### config.mk
export PLATFORM = sky130hd
export DESIGN_NAME = lcd_edit_controller
export DESIGN_NICKNAME = d
export VERILOG_FILES = /design/src/rtl/lcd_edit_pkg.sv /design/src/rtl/lcd_edit_controller.sv
export SDC_FILE = /design/constraint.sdc
export NUM_CORES = 1
export LEC_CHECK = 0
export ABC_CLOCK_PERIOD_IN_PS = 1900
export BUFFER_PORTS_ARGS = -buffer_cell sky130_fd_sc_hd__buf_2
export CAP_MARGIN = 20
export CORE_ASPECT_RATIO = 0.9
export CORE_UTILIZATION = 38
export DETAILED_ROUTE_END_ITERATION = 8
export GPL_TIMING_DRIVEN = 0
export PLACE_DENSITY_LB_ADDON = 0.08
export SLEW_MARGIN = 20
export SYNTH_ARGS = -nofsm -noshare
export SYNTH_HDL_FRONTEND = slang
export SYNTH_SLANG_ARGS = --single-unit
### constraint.sdc
create_clock -name clk -period 1.9 [get_ports clk]
set_input_delay 0.19 -clock clk [delete_from_list [all_inputs] [get_ports clk]]
set_output_delay 0.19 -clock clk [all_outputs]
set_load 0.1 [all_outputs]
### src/rtl/lcd_edit_pkg.sv
// lcd_edit_pkg: keycodes, states and fill character shared by the LCD edit controller and its bench
package lcd_edit_pkg;
   localparam logic [7:0] KC_ESC   = 8'h76;
   localparam logic [7:0] KC_ENTER = 8'h5A;
   localparam logic [7:0] KC_BKSP  = 8'h66;
   localparam logic [7:0] KC_LEFT  = 8'h6B;
   localparam logic [7:0] KC_RIGHT = 8'h74;
   localparam logic [7:0] BLANK    = 8'h20;
   typedef enum logic {IDLE, CLEAR} state_e;
endpackage

### src/rtl/lcd_edit_controller.sv
// lcd_edit_controller: cursor-based editor turning PS/2 key events into LCD text RAM writes
module lcd_edit_controller
   import lcd_edit_pkg::*;
#(
   parameter int DEPTH    = 32,
   parameter int LINE_LEN = 16,
   parameter int AW       = 5
) (
   input  logic          clk,
   input  logic          reset,
   input  logic          keycode_ready,
   input  logic          make,
   input  logic          ext,
   input  logic [7:0]    keycode,
   input  logic [7:0]    ascii,
   output logic [AW-1:0] waddr,
   output logic [7:0]    wdata,
   output logic          we,
   output logic [AW-1:0] cursor,
   output logic          busy
);
   state_e        state_q, state_d;
   logic [AW-1:0] sweep_q, sweep_d, cursor_q, cursor_d, waddr_q, waddr_d;
   logic [7:0]    wdata_q, wdata_d;
   logic          we_q, we_d;
   logic          accept, last_clear, printable;
   assign accept     = keycode_ready & make & (state_q == IDLE);
   // the final sweep write is on the outputs this cycle, so the sweep ends here
   assign last_clear = (state_q == CLEAR) & we_q & (waddr_q == AW'(DEPTH - 1));
   assign printable  = (ascii >= 8'h20) & (ascii <= 8'h7E);
   always_ff @(posedge clk) begin
      if (reset) begin
         state_q  <= CLEAR;
         sweep_q  <= '0;
         cursor_q <= '0;
         waddr_q  <= '0;
         wdata_q  <= BLANK;
         we_q     <= 1'b0;
      end else begin
         state_q  <= state_d;
         sweep_q  <= sweep_d;
         cursor_q <= cursor_d;
         waddr_q  <= waddr_d;
         wdata_q  <= wdata_d;
         we_q     <= we_d;
      end
   end
   always_comb
      state_d = (state_q == CLEAR) ? (last_clear ? IDLE : CLEAR)
                                   : ((accept && keycode == KC_ESC) ? CLEAR : IDLE);
   always_comb begin
      sweep_d  = sweep_q;
      cursor_d = cursor_q;
      waddr_d  = waddr_q;
      wdata_d  = wdata_q;
      we_d     = 1'b0;
      if (state_q == CLEAR) begin
         if (last_clear) begin
            cursor_d = '0;
         end else begin
            we_d    = 1'b1;
            waddr_d = sweep_q;
            wdata_d = BLANK;
            sweep_d = sweep_q + AW'(1);
         end
      end else if (accept) begin
         // Esc writes cell 0 immediately so the sweep occupies exactly DEPTH busy cycles
         if (keycode == KC_ESC) begin
            we_d    = 1'b1;
            waddr_d = '0;
            wdata_d = BLANK;
            sweep_d = AW'(1);
         end else if (ext && keycode == KC_LEFT) begin
            cursor_d = cursor_q - AW'(1);
         end else if (ext && keycode == KC_RIGHT) begin
            cursor_d = cursor_q + AW'(1);
         end else if (keycode == KC_ENTER) begin
            cursor_d = (cursor_q < AW'(LINE_LEN)) ? AW'(LINE_LEN) : '0;
         end else if (keycode == KC_BKSP) begin
            if (cursor_q != '0) begin
               cursor_d = cursor_q - AW'(1);
               we_d     = 1'b1;
               waddr_d  = cursor_q - AW'(1);
               wdata_d  = BLANK;
            end
         end else if (!ext && printable) begin
            we_d     = 1'b1;
            waddr_d  = cursor_q;
            wdata_d  = ascii;
            cursor_d = cursor_q + AW'(1);
         end
      end
   end
   assign waddr  = waddr_q;
   assign wdata  = wdata_q;
   assign we     = we_q;
   assign cursor = cursor_q;
   assign busy   = (state_q == CLEAR);
endmodule

==> metrics.txt <==
outcome finished clean; combinational power share 0.133; dpl hpwl 3165 µm; Hold Fails Final Rpt 0; DRC viols 0; Critical-path top delay cell o31ai_4; P per Cell Area 478.0 nW/µm²; Num CTS Buffers 3; Yosys reg bits 25; maximum clock rate 0.5644 GHz; Syn-to-layout area delta 21.60%; CTS tree built; cell area after synthesis 1709 µm²; Max IR drop VDD 0.0003475 V; max-cap violations 0; Die Y 65.63 µm; Starting Density 0.4085; Synth Net Count 218; Yosys top cell area share 0.2928; Hold Crit Class input pin to flip-flop; # clock sinks 25; share of the yosys chip area belonging to registers 0.2928; critical path type flip-flop to flip-flop; Netlist cell types 62; Post-Route WL 4220 µm; DRT iter0 DRCs 91; P_sw 0.2794 mW; CTS max path bufs 2; Switching Share 0.2812; clock slew at reported path FFs 0.09 ns; Slew Limit Fails 0; CP Cell Sequence inv_2 > ha_1 > nor4b_4 > mux2i_4 > o31ai_4 > or3_1 > o21ai_1; Slew HR 0.5388; die outline width 72.69 µm; routability cong. 0.8295; drt via density 5.311; Place WS -0.1328 ns; gr ovfl total 0; routed via count 1556; leakage power 0.8834 nW; nets 261; Hold WS 0.1656 ns; Avg WL per Cell 14.40 µm; ys async rst share 0; H-tree Lvls 1; WP data required 2.07 ns; min cycle time layout 1.772 ns; CP max stage delay 0.40 ns; internal power component 0.7140 mW; syn_area_per_cell 8.948 µm²; Synth area leaders dfxtp_1 (29%), ha_1 (4.4%), nand2_1 (4.4%); ant diodes 0; startpoint class of the critical path flip-flop; # hold bufs at CTS 0; Reg power frac 0.538; I/O Buffers 39; Syn. warnings 0; top_reg_cell synth dfxtp_1; worst slew pin tran 0.6829 ns; critical path data arrival time 1.94 ns; largest net degree at the start of global routing 15; Root Buffer clkbuf_8; area leader, netlist dfxtp_1; initial antenna violation count 0; RSZ-0062 raised after global routing false; I/O Pins 41; number of synthesized flops with an enable pin 0; worst skew pair latency 0.28 ns; vias in the first global route 1546; Critical Path Sink Type flip-flop; Die Footprint 4770 µm²; clock skew 0.002515 ns; crit path max fanout 9; DR pass1 iterations 4; fin crit share 0.9325; Clock power frac 0.330; Routed Antenna Nets 0; FP Rows 22; core footprint 4184 µm²; # setup viols final 0; overall routing resource usage 0.2037; Setup WS post-layout 0.1283 ns; Cells after Synth 191; first-pass GRT wire length 7403 µm; share of layout cells above drive strength 1 0.3519
## flip-flops by register name, indices dropped and copies added, names as in the netlist
name     count
busy         1
cursor       5
sweep_q      5
waddr        5
wdata        8
we           1
## cells in the mapped netlist, types with 2 or more instances
cell / count
dfxtp_1: 25
a221oi_1: 2
nand4_1: 3
clkbuf_1: 6
nand2_1: 20
mux2i_1: 7
nand3b_1: 2
o41ai_1: 2
o21ai_0: 2
inv_1: 5
ha_1: 6
o21a_1: 3
a211oi_2: 5
xor2_1: 7
nor2_1: 13
a31oi_1: 2
a21oi_4: 2
nand4bb_1: 2
nand3_1: 9
xnor2_1: 4
nor3_1: 5
and3_1: 2
a21oi_1: 14
o21ai_1: 2
a22oi_1: 4
## cells in the final DEF, fill, tap and decap left out, types with 3 or more instances in the layout
master / n
o21a_1: 3
xnor2_1: 4
nand3_1: 9
dfxtp_2: 3
nand4_1: 3
buf_4: 3
dfxtp_4: 9
nor2_1: 13
nand2_1: 20
mux2i_1: 7
a211oi_2: 5
nor3_1: 5
dfxtp_1: 13
inv_1: 4
clkbuf_8: 3
a21oi_1: 14
a22oi_1: 4
xor2_1: 7
buf_2: 39
clkbuf_1: 3
ha_1: 6
## final cells by class
cell class	count	area, µm²
multi-input cells	151	1145
flip-flops and latches	25	538.0
repair buffers	42	217.7
clock buffers	3	41.29
inverters	7	33.78
well taps	60	75.07
plain buffers	4	22.52
fillers	433	2106
clock inverters	1	5.005
## layer usage
layer | routed length (µm) | vias to the layer above | global-route usage | share of wire
met5 | 0 | - | 0 | 0
met4 | 44 | 0 | 0.05882 | 0.010
met3 | 215 | 4 | 0.03988 | 0.051
met2 | 1879 | 41 | 0.3224 | 0.45
met1 | 2080 | 723 | 0.2795 | 0.49
li1 | - | 788 | - | -
## power groups by stage
stage	Combinational [mW]	Clock (mW)	Sequential [mW]
after floorplan	0.0509	0	0.579
after detailed placement	0.132	0	0.546
after CTS	0.132	0.348	0.534
after global placement	0.132	0	0.546
after global routing	0.144	0.362	0.536
final	0.132	0.327	0.534
## what timing repair did
action	4_1_cts	5_1_grt
setup buffers	4	0
resized for setup	1	1
pin swaps	3	3
endpoints found under the setup margin	3	2
## stage by stage
| stage | setup TNS, ns | instance area, µm² | total power, mW | cells | util |
|---|---|---|---|---|---|
| 3_3_place_gp | -1.398 | 2021 | 0.6785 | 290 | 0.4830 |
| 5_1_grt | 0 | 2078 | 1.042 | 293 | 0.4967 |
| 6_report | 0 | 2078 | 0.9934 | 293 | 0.4967 |
| 2_1_floorplan | -0.04047 | 1750 | 0.6295 | 191 | - |
| 4_1_cts | 0 | 2095 | 1.015 | 295 | 0.5006 |
| 3_5_place_dp | -1.121 | 2021 | 0.6785 | 290 | 0.4830 |
## final timing paths
path         startpoint        end  slack (ns)  depth (start not counted)
min            ascii[0]   wdata[0]        0.17                          3
max reg2reg   cursor[0]  cursor[4]        0.13                          7
min reg2reg    wdata[2]   wdata[2]        0.46                          2
max           cursor[0]  cursor[4]        0.13                          7
## cells by family after synthesis
| kind of cell | after synthesis | share of synthesized area |
|---|---|---|
| xor gates and xnor gates | 11 | 0.05637 |
| adders and majority gates | 6 | 0.04392 |
| buffers and inverters | 15 | 0.04246 |
| and+or+nand+nor | 75 | 0.2723 |
| AOI/OAI and AO/OA | 51 | 0.2379 |
| DFF | 25 | 0.2928 |
| muxes | 8 | 0.05417 |
## worst max-delay path: cells and delay by family, from the launching register on
kind | cells | cell delay (ns)
buffers and inverters | 1 | 0.08
adders and majority gates | 1 | 0.16
muxes | 1 | 0.15
DFF | 1 | 0.35
AOI/OAI and AO/OA | 2 | 0.47
and+or+nand+nor | 2 | 0.44
(Power assumes the default switching activity.)
